==> src/rtl/hpdcache_cmo_issuer_pkg.sv <==
// hpdcache_cmo_issuer_pkg: CMO code/op types, request field types and code-to-op mapping
package hpdcache_cmo_issuer_pkg;
    localparam int unsigned HPDCACHE_WAYS = 4;
    localparam int unsigned HPDCACHE_PA_WIDTH = 32;
    localparam int unsigned HPDCACHE_REQ_DATA_WIDTH = 64;
    typedef logic [HPDCACHE_PA_WIDTH-1:0] hpdcache_req_addr_t;
    typedef logic [HPDCACHE_REQ_DATA_WIDTH-1:0] hpdcache_req_data_t;
    typedef logic [HPDCACHE_WAYS-1:0] hpdcache_way_vector_t;
    typedef enum logic [2:0] {
        CMO_FENCE       = 3'd0,
        CMO_INVAL_NLINE = 3'd1,
        CMO_INVAL_SET   = 3'd2,
        CMO_INVAL_ALL   = 3'd3
    } hpdcache_cmo_code_e;
    typedef struct packed {
        logic is_inval_all;
        logic is_inval_by_set;
        logic is_inval_by_nline;
        logic is_fence;
    } hpdcache_cmoh_op_t;
    typedef enum logic [1:0] {
        CMO_IDLE,
        CMO_ISSUE,
        CMO_WAIT_DONE
    } hpdcache_cmo_issuer_state_e;
    // Illegal codes map to an all-zero op
    function automatic hpdcache_cmoh_op_t hpdcache_cmo_code_to_op(input logic [2:0] code);
        hpdcache_cmoh_op_t op;
        op.is_fence = code == CMO_FENCE;
        op.is_inval_by_nline = code == CMO_INVAL_NLINE;
        op.is_inval_by_set = code == CMO_INVAL_SET;
        op.is_inval_all = code == CMO_INVAL_ALL;
        return op;
    endfunction
endpackage

==> src/rtl/hpdcache_cmo_cmd_fifo.sv <==
// hpdcache_cmo_cmd_fifo: register FIFO holding queued CMO commands
module hpdcache_cmo_cmd_fifo #(
    parameter int unsigned DEPTH = 4,
    parameter int unsigned WIDTH = 8
) (
    input  logic             clk_i,
    input  logic             rst_ni,
    input  logic             push_i,
    input  logic [WIDTH-1:0] data_i,
    input  logic             pop_i,
    output logic [WIDTH-1:0] data_o,
    output logic             full_o,
    output logic             empty_o
);
    localparam int unsigned AW = $clog2(DEPTH);
    logic [WIDTH-1:0] mem_q [DEPTH];
    logic [AW-1:0] wr_ptr_q, rd_ptr_q;
    logic [AW:0] cnt_q;
    always_ff @(posedge clk_i or negedge rst_ni) begin
        if (!rst_ni) begin
            wr_ptr_q <= '0;
            rd_ptr_q <= '0;
            cnt_q <= '0;
        end else begin
            wr_ptr_q <= wr_ptr_q + AW'(push_i);
            rd_ptr_q <= rd_ptr_q + AW'(pop_i);
            cnt_q <= cnt_q + (AW+1)'(push_i) - (AW+1)'(pop_i);
        end
    end
    always_ff @(posedge clk_i) begin
        if (push_i) mem_q[wr_ptr_q] <= data_i;
    end
    assign data_o = mem_q[rd_ptr_q];
    assign full_o = cnt_q == (AW+1)'(DEPTH);
    assign empty_o = cnt_q == '0;
endmodule

==> src/rtl/hpdcache_cmo_issuer.sv <==
// hpdcache_cmo_issuer: queues core CMO commands, issues them one at a time to the
// CMO handler and reports per-command completion with its tag
module hpdcache_cmo_issuer
    import hpdcache_cmo_issuer_pkg::*;
#(
    parameter int unsigned CMD_FIFO_DEPTH = 4,
    parameter int unsigned TAG_WIDTH = 4
) (
    input  logic                 clk_i,
    input  logic                 rst_ni,
    input  logic                 cmo_valid_i,
    output logic                 cmo_ready_o,
    input  logic [2:0]           cmo_op_i,
    input  hpdcache_req_addr_t   cmo_addr_i,
    input  hpdcache_way_vector_t cmo_way_i,
    input  logic [TAG_WIDTH-1:0] cmo_tag_i,
    output logic                 cmo_rsp_valid_o,
    output logic [TAG_WIDTH-1:0] cmo_rsp_tag_o,
    output logic                 cmo_rsp_error_o,
    output logic                 req_valid_o,
    input  logic                 req_ready_i,
    output hpdcache_cmoh_op_t    req_op_o,
    output hpdcache_req_addr_t   req_addr_o,
    output hpdcache_req_data_t   req_wdata_o,
    output logic                 busy_o
);
    localparam int unsigned ENTRY_WIDTH = 3 + HPDCACHE_PA_WIDTH + HPDCACHE_WAYS + TAG_WIDTH;

    hpdcache_cmo_issuer_state_e state_q, state_d;
    logic fifo_full, fifo_empty, push, pop, latch, done, rsp_d;
    logic head_illegal, head_noop;
    logic [ENTRY_WIDTH-1:0] head;
    logic [2:0] head_op;
    hpdcache_req_addr_t head_addr, cmd_addr_q;
    hpdcache_way_vector_t head_way, cmd_way_q;
    logic [TAG_WIDTH-1:0] head_tag, cmd_tag_q, rsp_tag_q;
    hpdcache_cmoh_op_t cmd_op_q;
    logic rsp_valid_q, rsp_error_q;

    assign cmo_ready_o = !fifo_full;
    assign push = cmo_valid_i && cmo_ready_o;
    assign {head_op, head_addr, head_way, head_tag} = head;
    assign head_illegal = head_op[2];
    // An inval-by-set with no way selected has nothing to do and completes locally
    assign head_noop = head_op == CMO_INVAL_SET && head_way == '0;

    hpdcache_cmo_cmd_fifo #(
        .DEPTH(CMD_FIFO_DEPTH),
        .WIDTH(ENTRY_WIDTH)
    ) i_cmd_fifo (
        .clk_i,
        .rst_ni,
        .push_i (push),
        .data_i ({cmo_op_i, cmo_addr_i, cmo_way_i, cmo_tag_i}),
        .pop_i  (pop),
        .data_o (head),
        .full_o (fifo_full),
        .empty_o(fifo_empty)
    );

    always_ff @(posedge clk_i or negedge rst_ni) begin
        if (!rst_ni) state_q <= CMO_IDLE;
        else state_q <= state_d;
    end

    always_comb begin
        state_d = state_q;
        case (state_q)
            CMO_IDLE:      state_d = latch ? CMO_ISSUE : CMO_IDLE;
            CMO_ISSUE:     state_d = req_ready_i ? CMO_WAIT_DONE : CMO_ISSUE;
            CMO_WAIT_DONE: state_d = req_ready_i ? CMO_IDLE : CMO_WAIT_DONE;
            default:       state_d = CMO_IDLE;
        endcase
    end

    always_comb begin
        pop = state_q == CMO_IDLE && !fifo_empty;
        latch = pop && !head_illegal && !head_noop;
        done = state_q == CMO_WAIT_DONE && req_ready_i;
        rsp_d = (pop && !latch) || done;
        req_valid_o = state_q == CMO_ISSUE;
        req_op_o = req_valid_o ? cmd_op_q : '0;
    end

    always_ff @(posedge clk_i or negedge rst_ni) begin
        if (!rst_ni) begin
            cmd_op_q <= '0;
            cmd_addr_q <= '0;
            cmd_way_q <= '0;
            cmd_tag_q <= '0;
            rsp_valid_q <= 1'b0;
            rsp_error_q <= 1'b0;
            rsp_tag_q <= '0;
        end else begin
            if (latch) begin
                cmd_op_q <= hpdcache_cmo_code_to_op(head_op);
                cmd_addr_q <= head_addr;
                cmd_way_q <= head_way;
                cmd_tag_q <= head_tag;
            end
            rsp_valid_q <= rsp_d;
            if (rsp_d) begin
                rsp_error_q <= pop && head_illegal;
                rsp_tag_q <= done ? cmd_tag_q : head_tag;
            end
        end
    end

    assign cmo_rsp_valid_o = rsp_valid_q;
    assign cmo_rsp_error_o = rsp_error_q;
    assign cmo_rsp_tag_o = rsp_tag_q;
    assign req_addr_o = cmd_addr_q;
    assign req_wdata_o = hpdcache_req_data_t'(cmd_way_q);
    assign busy_o = !fifo_empty || state_q != CMO_IDLE;
endmodule

==> config.mk <==
export PLATFORM = sky130hd
export DESIGN_NAME = hpdcache_cmo_issuer
export DESIGN_NICKNAME = d
export VERILOG_FILES = /design/src/rtl/hpdcache_cmo_issuer_pkg.sv /design/src/rtl/hpdcache_cmo_cmd_fifo.sv /design/src/rtl/hpdcache_cmo_issuer.sv
export SDC_FILE = /design/constraint.sdc
export NUM_CORES = 1
export LEC_CHECK = 0
export BUFFER_PORTS_ARGS = -buffer_cell sky130_fd_sc_hd__buf_2
export CORE_MARGIN = 2
export CORE_UTILIZATION = 50
export CTS_BUF_LIST = sky130_fd_sc_hd__clkbuf_8
export DETAILED_ROUTE_END_ITERATION = 12
export PLACE_DENSITY = 0.74
export SETUP_SLACK_MARGIN = 0.15
export SLEW_MARGIN = 20
export SYNTH_ARGS = -nofsm -noshare
export SYNTH_HDL_FRONTEND = slang
export SYNTH_SLANG_ARGS = --single-unit
==> constraint.sdc <==
create_clock -name clk_i -period 4.09 [get_ports clk_i]
set_input_delay 0.6135 -clock clk_i [delete_from_list [all_inputs] [get_ports clk_i]]
set_output_delay 0.6135 -clock clk_i [all_outputs]
set_load 0.005 [all_outputs]
==> impl_metrics.env <==
export IMPL_grt_first_pass_wirelength_mm=24.3
export IMPL_crit_path_end_kind="register"
export IMPL_core_sq_mm=0.0179
export IMPL_seqPwrFrac_pct=45.9
export IMPL_yosysTopAreaCellShare_pct=56.8
export IMPL_post_cts_buffers=0
export IMPL_synth_simple_gate_area_share_pct=1.95
export IMPL_routed_via_density=5.13
export IMPL_slew_headroom_pct=38.7
export IMPL_drv_cap=0
export IMPL_cp_max_fo=28
export IMPL_grt_use_met3_pct=4.73
export IMPL_die_h_um=139
export IMPL_tightest_slew_ns=0.912
export IMPL_wl_per_cell_um=18.7
export IMPL_clk_path_buf_depth=3
export IMPL_portBuffers=95
export IMPL_cts_sinks=231
export IMPL_die_x_um=139
export IMPL_critPathRequiredTime_ns=4.46
export IMPL_area_growth_pct=13.7
export IMPL_crit_arrival_ns=3.28
export IMPL_finalClockSkew_ns=0.0290
export IMPL_worstSetupStartpointType="register"
export IMPL_gr_usage_met2_pct=28.4
export IMPL_maxSlewViolCount=0
export IMPL_numCtsBuffers=37
export IMPL_final_common_cell="edfxtp_1"
export IMPL_path_clk_slew_ns=0.06
export IMPL_min_path_type="in2async"
export IMPL_stdcell_count=833
export IMPL_p_int_uw=5460
export IMPL_pwr_share_clk_pct=23.1
export IMPL_muxShareOfSynthArea_pct=17.1
export IMPL_avgSynthCellArea_sq_um=20.2
export IMPL_hold_violations=0
export IMPL_synth_warnings=0
export IMPL_rsz0062_at_grt="false"
export IMPL_h_tree_depth=2
export IMPL_final_setup_viol_count=0
export IMPL_cts_resized=0
export IMPL_layout_min_cycle_time_ns=2.91
export IMPL_synth_top_family_by_area="multiplexers"
export IMPL_setup_tns_ns=0
export IMPL_layout_common_cells="172 x edfxtp_1, 94 x buf_2, 60 x conb_1, 57 x dfrtp_1, 51 x mux2_2"
export IMPL_hold_buffers=0
export IMPL_syn_inst=449
export IMPL_grt_pass1_vias=4609
export IMPL_irDropWorstVdd_mv=0.455
export IMPL_grt_busiest_layer="met2"
export IMPL_clk_latency_ns=0.51
export IMPL_grtUsageTotal_pct=16.4
export IMPL_p_per_area_mw_per_mm2=746
export IMPL_outcome="finished, final reports clean"
export IMPL_stdcell_area_sq_mm=0.0103
export IMPL_cts_root_buffer="clkbuf_8"
export IMPL_vias=4270
export IMPL_synth_fa_ha_area_share_pct=0.496
export IMPL_dp_cells=766
export IMPL_critical_path_class="reg2reg"
export IMPL_fp_dieArea_sq_mm=0.0193
export IMPL_fmax_mhz=344
export IMPL_power_switching_share_pct=29.1
export IMPL_ys_seq_elements=231
export IMPL_initialDrtViolationCount=235
export IMPL_firstDrtPassIters=4
export IMPL_synth_compound_area_share_pct=0.688
export IMPL_routed_wl_mm=15.6
export IMPL_p_switching_uw=2240
export IMPL_drc=0
export IMPL_synthTopCellsByArea="edfxtp_1 57%, dfrtp_1 16%, mux4_2 11%"
export IMPL_hpwlAfterDp_mm=9.44
export IMPL_grt_antenna_before_repair=2
export IMPL_ys_types=32
export IMPL_start_util_pct=50.8
export IMPL_layout_drive_gt1_share_pct=41.0
export IMPL_nets=626
export IMPL_netlist_area_sq_mm=0.00909
export IMPL_use_met1_pct=19.6
export IMPL_tritoncts="done"
export IMPL_grt_max_degree=44
export IMPL_leakagePower_uw=0.00393
export IMPL_ys_seq_area_share_pct=73.1
export IMPL_yosys_area_top_type="edfxtp_1"
export IMPL_ioPinCount=156
export IMPL_period_share_pct=71.1
export IMPL_synthXorXnorAreaFrac_pct=0.578
export IMPL_gp_congestion=0.695
export IMPL_power_frac_comb_pct=31.0
export IMPL_rows=49
export IMPL_grt_ovfl_total=0
export IMPL_placed_cell_area_sq_mm=0.00966
export IMPL_ant_nets=0
==> sequential cells by signal, summed over array words and instances, names as in the netlist <==
| name | flops |
|---|---|
| i_cmd_fifo.mem_q | 172 |
| req_addr_o | 32 |
| cmd_op_q | 4 |
| cmd_tag_q | 4 |
| cmd_way_q | 4 |
| cmo_rsp_tag_o | 4 |
| i_cmd_fifo.cnt_q | 3 |
| i_cmd_fifo.rd_ptr_q | 2 |
| i_cmd_fifo.wr_ptr_q | 2 |
| state_q | 2 |
| cmo_rsp_error_o | 1 |
| cmo_rsp_valid_o | 1 |
==> power by group through the flow <==
| stage | Sequential [uW] | Combinational [uW] | Clock (uW) |
|---|---|---|---|
| finish | 3540 | 2390 | 1780 |
| CTS | 3550 | 2450 | 1840 |
| detailed placement | 3590 | 2450 | 0 |
| global placement | 3550 | 2360 | 0 |
| floorplan | 3490 | 1800 | 0 |
| global route | 3600 | 2610 | 1930 |
==> cells in the mapped netlist <==
| cell | number |
|---|---|
| buf_1 | 1 |
| nand3_1 | 1 |
| and3_1 | 1 |
| xnor2_1 | 4 |
| mux2i_1 | 1 |
| dfrtp_1 | 59 |
| nor2_1 | 4 |
| and2_1 | 4 |
| nor3_1 | 3 |
| mux4_2 | 43 |
| o22a_1 | 1 |
| fa_1 | 1 |
| buf_4 | 60 |
| conb_1 | 1 |
| or3_1 | 1 |
| nor3b_1 | 2 |
| nor4_4 | 1 |
| or4_4 | 1 |
| clkbuf_1 | 7 |
| xor2_1 | 2 |
| ha_1 | 2 |
| a21oi_4 | 1 |
| inv_1 | 3 |
| buf_6 | 5 |
| a31o_2 | 1 |
| edfxtp_1 | 172 |
| mux2_2 | 51 |
| nor2b_1 | 5 |
| nand2_1 | 7 |
| a32o_1 | 2 |
| a2bb2oi_1 | 1 |
| buf_2 | 1 |
==> kinds of logic (layout without fill, tap and decap cells) <==
logic type / Yosys count / in the layout
adder cells (fa/ha/maj): 3 / 3
XOR/XNOR: 6 / 6
other: 1 / 62
flip-flops: 231 / 231
AO/OA/AOI/OAI: 6 / 6
AND/OR/NAND/NOR: 30 / 30
buffers and inverters: 77 / 171
multiplexers: 95 / 95
==> per-layer routing <==
layer / share of wire [%] / routed length [um]
met1: 39 / 6030
met3: 7.5 / 1170
met5: 0 / 0
met2: 52 / 8050
met4: 2.2 / 338
==> worst max-delay path: stages, from the launching register on <==
cell	delay, ns
dfrtp_4	0.52
mux4_2	0.55
or4_4	0.47
a21oi_4	0.57
buf_12	0.29
mux2_2	0.36
==> stage by stage <==
stage / power [uW] / hold WS (ns) / util, % / worst slack, ns
floorplan: 5290 / 0.318 / - / 1.12
global placement: 5910 / 0.478 / 53.9 / 1.22
detailed placement: 6040 / 0.492 / 53.9 / 1.16
CTS: 7840 / 0.282 / 57.7 / 1.15
global route: 8140 / 0.133 / 57.7 / 1.06
finish: 7700 / 0.103 / 57.7 / 1.18
==> area by class of cell <==
class	count	area (sq um)
Fill cell	1337	7570
Sequential cell	231	6650
Multi-Input combinational cell	200	2150
Timing Repair Buffer	103	563
Clock buffer	37	509
Tap cell	229	287
Clock inverter	28	159
Inverter	3	11.3
Antenna cell	2	5.00
==> worst paths after layout <==
| check | startpoint | to | slack (ns) | depth (start not counted) |
|---|---|---|---|---|
| worst max-delay path | i_cmd_fifo.rd_ptr_q[0] | req_addr_o[12] | 1.18 | 5 |
| worst min-delay path | rst_ni | req_addr_o[3] | 0.10 | 1 |
| worst max register to register | i_cmd_fifo.rd_ptr_q[0] | req_addr_o[12] | 1.18 | 5 |
| worst min register to register | cmd_op_q[0] | cmd_op_q[0] | 0.50 | 1 |
| max in group asynchronous | rst_ni | req_addr_o[6] | 3.23 | 2 |
| min in group clk_i | cmo_way_i[0] | i_cmd_fifo.mem_q[1][4] | 0.31 | 1 |
(Power assumes the default switching activity.)
